## src/rtl/boreal_mb_arbiter.sv

```systemverilog
// Round-robin owner arbiter for the shared Phase-B mailbox: one requester at a time
// writes its request words, commits with valid_set, and collects the response.
`timescale 1ns/1ps
module boreal_mb_arbiter #(
  parameter int NREQ         = 2,
  parameter int RESP_TIMEOUT = 1024,
  parameter int OWN_TIMEOUT  = 64
) (
  input  logic                 clk,
  input  logic                 rst_n,
  input  logic [NREQ-1:0]      req_i,
  output logic [NREQ-1:0]      gnt_o,
  input  logic [NREQ-1:0]      rq_we,
  input  logic [4*NREQ-1:0]    rq_widx,
  input  logic [32*NREQ-1:0]   rq_wdata,
  input  logic [NREQ-1:0]      rq_valid_set,
  output logic [NREQ-1:0]      rq_resp_valid,
  input  logic [NREQ-1:0]      rq_resp_ack,
  output logic [NREQ-1:0]      rq_timeout,
  output logic                 mb_req_we,
  output logic [3:0]           mb_req_widx,
  output logic [31:0]          mb_req_wdata,
  output logic                 mb_req_valid_set,
  input  logic                 mb_resp_valid,
  output logic                 mb_resp_ack,
  output logic                 busy,
  output logic [1:0]           owner_idx,
  output logic                 protocol_err,
  output logic [7:0]           orphan_cnt,
  output logic [1:0]           state_o
);

  typedef enum logic [1:0] {
    S_IDLE  = 2'd0,
    S_OWNED = 2'd1,
    S_WAIT  = 2'd2,
    S_REL   = 2'd3
  } state_t;

  state_t          state_q, state_d;
  logic [NREQ-1:0] gnt_q, gnt_d;
  logic [NREQ-1:0] to_q, to_d;
  logic [1:0]      rr_q, rr_d;
  logic [1:0]      owner_q, owner_d;
  logic            we_q, we_d;
  logic [3:0]      widx_q, widx_d;
  logic [31:0]     wdata_q, wdata_d;
  logic            vset_q, vset_d;
  logic            ack_q, ack_d;
  logic            busy_q, busy_d;
  logic            perr_q, perr_d;
  logic [7:0]      orphan_q, orphan_d;
  logic [15:0]     cnt_q, cnt_d;

  logic            any_req;
  logic [NREQ-1:0] win_onehot;
  logic [1:0]      win_idx;
  logic            win_found;
  int              cand;
  logic            own_req, own_we, own_vset, own_ack;
  logic [3:0]      own_widx;
  logic [31:0]     own_wdata;
  logic [NREQ-1:0] strobes;
  logic            perr_set;
  logic            own_to, resp_to;

  assign any_req  = |req_i;
  assign own_req  = |(req_i & gnt_q);
  assign own_we   = |(rq_we & gnt_q);
  assign own_vset = |(rq_valid_set & gnt_q);
  assign own_ack  = |(rq_resp_ack & gnt_q);
  assign own_to   = (cnt_q == 16'(OWN_TIMEOUT - 1));
  assign resp_to  = (cnt_q == 16'(RESP_TIMEOUT - 1));
  assign strobes  = rq_we | rq_valid_set;

  // Round-robin search starting at rr, wrapping modulo NREQ.
  always_comb begin
    win_found  = 1'b0;
    win_onehot = '0;
    win_idx    = '0;
    cand       = 0;
    for (int k = 0; k < NREQ; k++) begin
      cand = int'(rr_q) + k;
      if (cand >= NREQ) cand = cand - NREQ;
      if (!win_found && req_i[cand]) begin
        win_found        = 1'b1;
        win_onehot[cand] = 1'b1;
        win_idx          = 2'(cand);
      end
    end
  end

  always_comb begin
    own_widx  = '0;
    own_wdata = '0;
    for (int i = 0; i < NREQ; i++) begin
      if (gnt_q[i]) begin
        own_widx  = rq_widx[4*i +: 4];
        own_wdata = rq_wdata[32*i +: 32];
      end
    end
  end

  // State register and all registered outputs.
  always_ff @(posedge clk) begin
    if (!rst_n) begin
      state_q  <= S_IDLE;
      gnt_q    <= '0;
      to_q     <= '0;
      rr_q     <= '0;
      owner_q  <= '0;
      we_q     <= 1'b0;
      widx_q   <= '0;
      wdata_q  <= '0;
      vset_q   <= 1'b0;
      ack_q    <= 1'b0;
      busy_q   <= 1'b0;
      perr_q   <= 1'b0;
      orphan_q <= '0;
      cnt_q    <= '0;
    end else begin
      state_q  <= state_d;
      gnt_q    <= gnt_d;
      to_q     <= to_d;
      rr_q     <= rr_d;
      owner_q  <= owner_d;
      we_q     <= we_d;
      widx_q   <= widx_d;
      wdata_q  <= wdata_d;
      vset_q   <= vset_d;
      ack_q    <= ack_d;
      busy_q   <= busy_d;
      perr_q   <= perr_d;
      orphan_q <= orphan_d;
      cnt_q    <= cnt_d;
    end
  end

  // Next-state: valid_set outranks an abort or timeout landing in the same cycle.
  always_comb begin
    state_d = state_q;
    case (state_q)
      S_IDLE:  if (!mb_resp_valid && any_req) state_d = S_OWNED;
      S_OWNED: begin
        if (own_vset)      state_d = S_WAIT;
        else if (!own_req) state_d = S_REL;
        else if (own_to)   state_d = S_REL;
      end
      S_WAIT:  if (own_ack || resp_to) state_d = S_REL;
      default: state_d = S_IDLE;
    endcase
  end

  // Mailbox response handshake: mb_resp_valid stays high until the mailbox sees
  // our one-cycle mb_resp_ack, so a valid seen while ack_q is high is the same response.
  always_comb begin
    gnt_d    = gnt_q;
    to_d     = '0;
    rr_d     = rr_q;
    owner_d  = owner_q;
    we_d     = 1'b0;
    widx_d   = widx_q;
    wdata_d  = wdata_q;
    vset_d   = 1'b0;
    ack_d    = 1'b0;
    orphan_d = orphan_q;
    perr_set = 1'b0;
    case (state_q)
      S_IDLE: begin
        perr_set = |strobes;
        if (mb_resp_valid) begin
          if (!ack_q) begin
            ack_d = 1'b1;
            if (orphan_q != 8'hFF) orphan_d = orphan_q + 8'd1;
          end
        end else if (win_found) begin
          gnt_d   = win_onehot;
          owner_d = win_idx;
        end
      end
      S_OWNED: begin
        perr_set = |(strobes & ~gnt_q);
        we_d     = own_we;
        vset_d   = own_vset;
        if (own_we) begin
          widx_d  = own_widx;
          wdata_d = own_wdata;
        end
        if (!own_vset && own_req && own_to) to_d = gnt_q;
      end
      S_WAIT: begin
        perr_set = |strobes;
        if (own_ack)      ack_d = 1'b1;
        else if (resp_to) to_d  = gnt_q;
      end
      default: begin
        perr_set = |strobes;
        gnt_d    = '0;
        rr_d     = (owner_q == 2'(NREQ - 1)) ? 2'd0 : owner_q + 2'd1;
      end
    endcase
    perr_d = perr_q | perr_set;
    busy_d = (state_d != S_IDLE);
    if (state_d != state_q)    cnt_d = '0;
    else if (cnt_q != 16'hFFFF) cnt_d = cnt_q + 16'd1;
    else                        cnt_d = cnt_q;
  end

  assign rq_resp_valid    = (state_q == S_WAIT) ? (gnt_q & {NREQ{mb_resp_valid}}) : '0;
  assign gnt_o            = gnt_q;
  assign rq_timeout       = to_q;
  assign mb_req_we        = we_q;
  assign mb_req_widx      = widx_q;
  assign mb_req_wdata     = wdata_q;
  assign mb_req_valid_set = vset_q;
  assign mb_resp_ack      = ack_q;
  assign busy             = busy_q;
  assign owner_idx        = owner_q;
  assign protocol_err     = perr_q;
  assign orphan_cnt       = orphan_q;
  assign state_o          = state_q;

endmodule

```

## config.mk

```make
export PLATFORM = sky130hd
export DESIGN_NAME = boreal_mb_arbiter
export DESIGN_NICKNAME = d
export VERILOG_FILES = /design/src/rtl/boreal_mb_arbiter.sv
export SDC_FILE = /design/constraint.sdc
export NUM_CORES = 1
export LEC_CHECK = 0
export CAP_MARGIN = 20
export CORE_MARGIN = 1
export CORE_UTILIZATION = 44
export DETAILED_ROUTE_END_ITERATION = 16
export HOLD_SLACK_MARGIN = 0.06
export PLACE_DENSITY = 0.8
export SETUP_SLACK_MARGIN = 0.4
export SLEW_MARGIN = 10
export SYNTH_ARGS = -nofsm -noshare
export SYNTH_HDL_FRONTEND = slang
export SYNTH_SLANG_ARGS = --single-unit
```

## constraint.sdc

```tcl
create_clock -name clk -period 2.8 [get_ports clk]
set_input_delay 0.28 -clock clk [delete_from_list [all_inputs] [get_ports clk]]
set_output_delay 0.28 -clock clk [all_outputs]
set_load 0.02 [all_outputs]
```

After elaboration in Yosys (flattened, before gate mapping) --
Index checks and enable logic that the tools add are counted.
Cells by class: add/subtract/negate cells 6, $lt $le $gt $ge 6, equal/unequal tests 10, mux-type cells 42, bitwise operators 14, reductions and logical operators 27
Operator list (count):
- 32-bit 2-to-1 mux | 4
- 32-bit by 1-bit >= comparator with 1-bit output (second input constant) | 2
- 32-bit by 3-bit < comparator with 1-bit output (second input constant) | 2
- 2-bit 2-to-1 mux | 16
- 2-bit OR reduction | 9
- 16-bit by 1-bit adder with 16-bit output (second input constant) | 1
- 16-bit by 10-bit == test with 1-bit output (second input constant) | 1
- 16-bit by 6-bit == test with 1-bit output (second input constant) | 1
- 16-bit != test (second input constant) | 1
- 1-bit 2-to-1 mux | 14
- 2-bit AND | 6
- 8-bit by 1-bit adder with 8-bit output (second input constant) | 1
- 4-bit 2-to-1 mux | 2
- 8-bit != test (second input constant) | 1
- 2-bit one-hot mux with 2 select lines | 2
- 1-bit logical AND | 6
- 2-bit one-hot mux with 3 select lines | 1
- 3-bit AND reduction | 2
- 2-bit by 1-bit == test with 1-bit output (second input constant) | 2
- 2-bit != test (second input constant) | 2
- 1-bit NOT | 4
- 2-bit OR | 2
- 2-bit AND reduction | 2
- 4-bit AND reduction | 1
- 17 further kinds | 20
Storage, ports and cells: flip-flop bits (word level) 75, input port bits 83, output and inout bits 59, word-level logic and storage cells 119

Logic depth before layout (Yosys ltp) --
Gate-level depths: netlist of run 1.
word-level depth 12, gate-level depth with buffers 10, depth with buffers taken out 7

Least setup slack after synthesis of run 1 --
Ideal clock, no wire load.
path type register to register, start reg state_q[0] (netlist: state_o[0]), end reg cnt_q[0], library setup time 65 ps, data arrival time 2412 ps, required time 2735 ps, setup slack 323 ps, stages on the path, launching flop included 10, path buffers 2, clock period less this slack 2477 ps, path through dfxtp_1 inv_1 ha_1 nor2b_1 o32a_1 a2111oi_2 or4b_1 buf_6 buf_12 nor2_2
Between the ends: word-level cells in the longest chain between the ends 6, elaborated cells on any way between the ends 11, classes of those cells eq/ne: 3; mux: 6; reduce/logical: 2
RTL lines:
- start, declared | RTL line 40 | state_t state_q, state_d;
- start signal, assigned | RTL line 122 | state_q <= state_d;
- 2-bit 2-to-1 mux | RTL line 147 | else if (own_to) state_d = S_REL;
- 2-bit 2-to-1 mux | RTL line 146 | else if (!own_req) state_d = S_REL;
- 2-bit 2-to-1 mux | RTL line 145 | if (own_vset) state_d = S_WAIT;
- 2-bit one-hot mux with 3 select lines | RTL line 142 | case (state_q)
- 2-bit != test (*) | RTL line 204 | if (state_d != state_q) cnt_d = '0;
- 2-bit OR reduction (no source line) (*)
- end signal, assigned | RTL line 135 | cnt_q <= cnt_d;
- end, declared | RTL line 53 | logic [15:0] cnt_q, cnt_d;
Every way passes the cells marked *; elsewhere a longest branch is shown, timed or not. A chain may end at the register's enable or synchronous reset.

Worst setup path after layout of run 1 --
start reg state_q[0] (netlist: state_o[0]), end reg cnt_q[12]
Same word-level chain as after synthesis.

==> flow_metrics.env, run 1 <==
export IMPL_drv_slew=0
export IMPL_sequential_cell_area_sq_um=1510
export IMPL_post_synthesis_cell_count=407
export IMPL_cts_max_level=3
export IMPL_cells_on_worst_hold_path=3
export IMPL_timing_critical_path_from_type="register"
export IMPL_path_delay_family="simple AND/OR/NAND/NOR gates"
export IMPL_criticalPathCategory="reg -> reg"
export IMPL_final_setup_skew_ns=0.00821
export IMPL_max_clock_freq_mhz=432
export IMPL_seq_area_frac_synth_pct=40.5
export IMPL_detail_route_first_pass_iterations=5
export IMPL_final_number_of_setup_violating_endpoints=0
export IMPL_ys_async_sr_fraction_pct=0
export IMPL_groute_usage_overall_pct=22.8
export IMPL_core_area_sq_um=8180
export IMPL_final_hold_violation_count=0
export IMPL_drc=0
export IMPL_finalCritPeriodShare_pct=82.8
export IMPL_cts_hold_buf=0
export IMPL_worstPathBufferInverterCount=2
export IMPL_layout_overhead_on_the_synthesized_area_pct=46.5
export IMPL_layout_cells_most_common="clkdlybuf4s50_1"
export IMPL_peakVddDrop_uv=289
export IMPL_finalCriticalPeriod_ns=2.32
export IMPL_crit_arrival_ns=2.60
export IMPL_critPathMaxStageDelay_ns=0.57
export IMPL_crit_cells=8
export IMPL_post_synth_instance_area_sq_um=3710
export IMPL_clock_tree_root_cell="clkbuf_8"
export IMPL_synth_enable_flop_cells=0
export IMPL_number_of_top_level_pins=142
export IMPL_initial_antenna_violation_count=0
export IMPL_cp_end_kind="register"
export IMPL_final_setup_tns_ns=0
export IMPL_hold_class="in -> reg"
export IMPL_globalRouteOverflowTotal=0
export IMPL_unrepaired_setup_endpoints_after_global_routing="yes"
export IMPL_clock_insertion_delay_worst_skew_ns=0.35
export IMPL_final_nets=632
export IMPL_slew_headroom_pct=49.7
export IMPL_final_fill_count=663
export IMPL_critical_path_peak_fanout=9
export IMPL_final_cell_mix="140 x clkdlybuf4s50_1, 72 x dfxtp_1, 57 x nand2_1"
export IMPL_postSynthNetCount=497
export IMPL_yosys_reg_bits=75
export IMPL_cp_cell_sequence="inv_1 -> ha_2 -> nor2b_1 -> o32a_1 -> a2111oi_2 -> or4b_4 -> buf_4 -> a21oi_1"
export IMPL_synthFlopType="dfxtp_1"
export IMPL_dpl_hpwl_microns=7150
export IMPL_post_drt_via_cell_ratio=5.51
export IMPL_detail_route_antenna_nets=0
export IMPL_synth_area_per_cell_sq_um=9.11
export IMPL_pwr_density_cell_nw_per_um2=604
export IMPL_clk_pin_slew_worst_paths_ns=0.08
export IMPL_grt_start_max_net_pins=74
export IMPL_post_route_cells_drive_above_1_share_pct=9.69
export IMPL_port_buffers=141
export IMPL_multiInputGateArea_sq_um=2040
export IMPL_numClockSinks=75
export IMPL_tightest_slew_ns=0.744
export IMPL_placementRows=33
export IMPL_die_w_microns=93.8
export IMPL_tritoncts="built"
export IMPL_floorplan_die_area_sq_um=8800
export IMPL_maxCapViolations=0
export IMPL_ff2ff_path_depth=8
export IMPL_wire_per_inst_microns=15.3
export IMPL_drtIter0Drc=170
export IMPL_cellLeakagePower_nw=2.28
export IMPL_grt_pass1_vias=3392
export IMPL_place_gp_congestion=0.904
export IMPL_die_h_microns=93.8
export IMPL_grt_pass1_wl_microns=15700
export IMPL_wl_microns=9960
export IMPL_outcome="finished clean"
export IMPL_number_of_distinct_standard_cells_referenced_by_the_synthesized_netlist=51
export IMPL_cts_buffers=9
export IMPL_clock_path_buffers=2
export IMPL_initial_utilization_pct=45.4
export IMPL_synth_yosys_warnings=0
export IMPL_crit_path_top_delay_cell="or4b_4"
export IMPL_num_vias=3593
export IMPL_diodes=0
export IMPL_worst_endpoint_required_ns=3.08
export IMPL_overall_power_mw=3.28
cell usage after synthesis (2+ instances only):
library cell / count / area [sq um]
and3_1: 4 / 25.0
a21oi_1: 9 / 45.0
o22ai_1: 3 / 18.8
inv_1: 11 / 41.3
a2111oi_0: 2 / 17.5
a22oi_1: 39 / 293
a2111oi_2: 2 / 30.0
o21ai_0: 3 / 15.0
nand4_1: 12 / 75.1
dfxtp_1: 75 / 1500
xor2_1: 6 / 52.6
nor4_1: 5 / 31.3
nand2b_1: 2 / 12.5
nand2_1: 57 / 214
o211a_1: 36 / 360
nand3_1: 8 / 40.0
and4_1: 3 / 26.3
buf_2: 3 / 15.0
nor2_2: 4 / 25.0
nor3_1: 7 / 35.0
xnor2_1: 13 / 114
and2_1: 12 / 75.1
nor2b_1: 5 / 31.3
clkbuf_1: 19 / 71.3
mux2i_1: 4 / 40.0
a31oi_1: 3 / 18.8
buf_6: 3 / 33.8
ha_1: 7 / 87.6
nor2_1: 22 / 82.6
nor2_4: 6 / 67.6
a41oi_1: 2 / 17.5
routing by layer:
metal | GRT usage (%) | vias up | wire (microns)
li1 | - | 1757 | -
met1 | 26.7 | 1675 | 4050
met4 | 8.85 | 0 | 173
met2 | 38.9 | 145 | 4990
met3 | 6.96 | 16 | 753
met5 | 0 | - | 0
state kept, by name, indices dropped and copies added (netlist names):
register          flops
orphan_cnt            8
rq_timeout            2
protocol_err          1
cnt_q                16
mb_req_we             1
gnt_o                 2
state_o               2
mb_req_wdata         32
owner_idx             2
mb_req_valid_set      1
mb_req_widx           4
mb_resp_ack           1
busy                  1
rr_q                  2
layout make-up:
type | count | area share, %
clock inverters | 5 | 1.08
multi-input cells | 293 | 37.6
clock buffers | 11 | 2.79
well taps | 105 | 2.42
flip-flops and latches | 75 | 27.7
repair buffers | 152 | 27.6
inverters | 11 | 0.760
worst reg2reg max path: stages, from the launching register on:
cell and delay, ns:
dfxtp_4 0.42, inv_1 0.12, ha_2 0.26, nor2b_1 0.15, o32a_1 0.18, a2111oi_2 0.27, or4b_4 0.57, buf_4 0.19
a21oi_1 0.10
worst paths after layout:
kind | start | slack [ns] | to
setup reg to reg | state_o[0] | 0.48 | cnt_q[12]
setup / recovery | state_o[0] | 0.48 | cnt_q[12]
hold reg to reg | protocol_err | 0.49 | protocol_err
hold / removal | rst_n | 0.30 | state_o[0]
power breakdown:
part           switching (mW)  total, mW  internal (mW)
Sequential             0.0971       1.26           1.16
Combinational           0.629       1.16          0.530
Clock                   0.404      0.866          0.462
Total                    1.13       3.28           2.15
timing repair:
| item | CTS | global route |
|---|---|---|
| setup endpoints to repair | 16 | 15 |
| pin swaps | 0 | 0 |
| gates resized for setup | 2 | 5 |
| buffers inserted | 1 | 0 |
per-stage QoR:
step           worst slack (ns)  std cells  utilization (%)  hold slack [ns]  instance area, sq um
6_report                  0.483        652             66.5            0.304                  5430
5_1_grt                   0.369        652             66.5            0.316                  5430
4_1_cts                   0.404        652             66.3            0.270                  5420
3_5_place_dp              0.138        635             63.6            0.476                  5200
3_3_place_gp              0.189        635             63.6            0.466                  5200
2_1_floorplan             0.463        407                -            0.440                  3710
cell families (layout without fill, tap and decap cells):
kind of cell | Yosys count | after routing | synth area share [%]
XOR/XNOR | 19 | 19 | 4.49
buffers and inverters | 39 | 179 | 5.13
flip-flops | 75 | 75 | 40.5
adder cells (fa/ha/maj) | 7 | 7 | 2.36
AO/OA/AOI/OAI | 108 | 108 | 24.5
multiplexers | 4 | 4 | 1.08
AND/OR/NAND/NOR | 155 | 155 | 22.0
(Power assumes the default switching activity.)
==> inputs of run 2 (changes only) <==
==> constraint.sdc (replaced) <==
create_clock -name clk -period 2.4 [get_ports clk]
set_input_delay 0.24 -clock clk [delete_from_list [all_inputs] [get_ports clk]]
set_output_delay 0.24 -clock clk [all_outputs]
set_load 0.02 [all_outputs]
==> flow_metrics.env, run 2 (same netlist as run 1, synthesis figures left out) <==
export IMPL_wire_per_inst_microns=15.4
export IMPL_final_hold_violation_count=0
export IMPL_cts_max_level=3
export IMPL_final_setup_tns_ns=0
export IMPL_hp_start="rst_n"
export IMPL_unrepaired_setup_endpoints_after_global_routing="yes"
export IMPL_number_of_top_level_pins=142
export IMPL_place_gp_congestion=0.928
export IMPL_placementRows=33
export IMPL_crit_path_top_delay_cell="or4b_4"
export IMPL_initial_utilization_pct=45.4
export IMPL_switchingPower_mw=1.44
export IMPL_crit_arrival_ns=2.32
export IMPL_timing_critical_path_from_type="register"
export IMPL_drc=0
export IMPL_die_w_microns=93.8
export IMPL_hold_class="in -> reg"
export IMPL_tightest_slew_ns=0.495
export IMPL_clock_tree_root_cell="clkbuf_8"
export IMPL_drtIter0Drc=147
export IMPL_combinationalPowerShare_pct=39.3
export IMPL_groute_usage_overall_pct=23.5
export IMPL_final_nets=656
export IMPL_worstPathBufferInverterCount=3
export IMPL_critPathMaxStageDelay_ns=0.57
export IMPL_slew_headroom_pct=66.2
export IMPL_worst_endpoint_required_ns=2.67
export IMPL_tritoncts="built"
export IMPL_power_share_clock_pct=26.4
export IMPL_detail_route_first_pass_iterations=4
export IMPL_core_area_sq_um=8180
export IMPL_initial_antenna_violation_count=0
export IMPL_num_vias=3721
export IMPL_wl_microns=10400
export IMPL_dpl_hpwl_microns=7510
export IMPL_cp_cell_sequence="inv_2 -> ha_4 -> inv_2 -> nor2_2 -> a2111oi_2 -> or4b_4 -> buf_12 -> a21oi_1"
export IMPL_clock_insertion_delay_worst_skew_ns=0.34
export IMPL_port_buffers=141
export IMPL_path_delay_family="simple AND/OR/NAND/NOR gates"
export IMPL_maxCapViolations=0
export IMPL_peakVddDrop_uv=365
export IMPL_finalCriticalPeriod_ns=2.05
export IMPL_diodes=0
export IMPL_final_number_of_setup_violating_endpoints=0
export IMPL_clk_pin_slew_worst_paths_ns=0.09
export IMPL_p_sw_share_pct=33.6
export IMPL_cp_startpoint="state_o[1]"
export IMPL_final_fill_count=652
export IMPL_globalRouteOverflowTotal=0
export IMPL_cp_end_kind="register"
export IMPL_grt_pass1_vias=3545
export IMPL_outcome="finished clean"
export IMPL_cellLeakagePower_nw=2.44
export IMPL_layout_cells_most_common="clkdlybuf4s50_1"
export IMPL_clock_path_buffers=2
export IMPL_cts_buffers=9
export IMPL_final_cell_mix="138 x clkdlybuf4s50_1, 69 x dfxtp_1, 56 x nand2_1"
export IMPL_pwr_density_cell_nw_per_um2=738
export IMPL_cts_hold_buf=0
export IMPL_setup_ws_ns=0.354
export IMPL_largest_reg_flops=32
export IMPL_numClockSinks=75
export IMPL_critical_path_peak_fanout=5
export IMPL_die_h_microns=93.8
export IMPL_criticalPathCategory="reg -> reg"
export IMPL_detail_route_antenna_nets=0
export IMPL_post_route_cells_drive_above_1_share_pct=15.8
export IMPL_drv_slew=0
export IMPL_grt_pass1_wl_microns=16300
export IMPL_post_drt_via_cell_ratio=5.50
export IMPL_cell_internal_pwr_mw=2.83
export IMPL_final_setup_skew_ns=0.0133
export IMPL_power_frac_seq_pct=34.3
export IMPL_max_clock_freq_mhz=489
export IMPL_worstReg2RegStart="state_o[1]"
export IMPL_floorplan_die_area_sq_um=8800
export IMPL_grt_start_max_net_pins=74
export IMPL_layout_overhead_on_the_synthesized_area_pct=56.1
export IMPL_pre_cts_slack_ns=0.0335
export IMPL_finalCritPeriodShare_pct=85.2
export IMPL_critical_path_most_common_cell="inv_2"
## run 2: what timing repair did
action | in CTS | in global routing
resized for setup | 14 | 12
cloned | 0 | 1
endpoints found under the setup margin | 18 | 18
setup buffers | 4 | 9
pin swaps | 0 | 2
## run 2: tightest hold or removal path, stage by stage
cell and delay [ns]:
buf_2 0.14, nand2b_4 0.08, nor2_1 0.04
## run 2: layout make-up
| type | instances | area [sq um] | area share [%] |
|---|---|---|---|
| multi-input combinational | 293 | 2140 | 37.0 |
| clock inverter | 6 | 96.3 | 1.66 |
| clock buffer | 10 | 138 | 2.38 |
| timing repair buffer | 176 | 1720 | 29.7 |
| sequential | 75 | 1520 | 26.2 |
| inverter | 11 | 46.3 | 0.799 |
| tap | 105 | 131 | 2.27 |
## run 2: routing by layer
metal	vias up	track usage, %	part of all wire, %
met5	-	0	0
met3	10	8.25	7.9
met2	126	40.2	50
met4	0	7.44	1.4
met1	1783	27.2	41
li1	1802	-	-
## run 2: worst paths after layout
kind,end,slack [ns],cells past startpoint
setup / recovery,cnt_q[12],0.35,8
hold / removal,state_o[1],0.20,3
setup reg to reg,cnt_q[12],0.35,8
hold reg to reg,mb_req_wdata[30],0.50,1
## run 2: stage by stage
stage | total power [mW] | area, sq um | utilization [%] | hold WS, ns | std cells
2_1_floorplan | 2.38 | 3770 | - | 0.400 | 407
3_3_place_gp | 2.86 | 5340 | 65.3 | 0.478 | 646
3_5_place_dp | 2.88 | 5340 | 65.3 | 0.488 | 646
4_1_cts | 4.11 | 5650 | 69.1 | 0.178 | 666
5_1_grt | 4.48 | 5790 | 70.8 | 0.206 | 676
6_report | 4.27 | 5790 | 70.8 | 0.196 | 676
## run 2: power by group through the flow
stage / combinational [mW] / sequential, mW / clock [mW]
2_1_floorplan: 0.797 / 1.58 / 0
3_3_place_gp: 1.36 / 1.50 / 0
3_5_place_dp: 1.37 / 1.51 / 0
4_1_cts: 1.51 / 1.46 / 1.15
5_1_grt: 1.80 / 1.48 / 1.20
6_report: 1.68 / 1.47 / 1.13
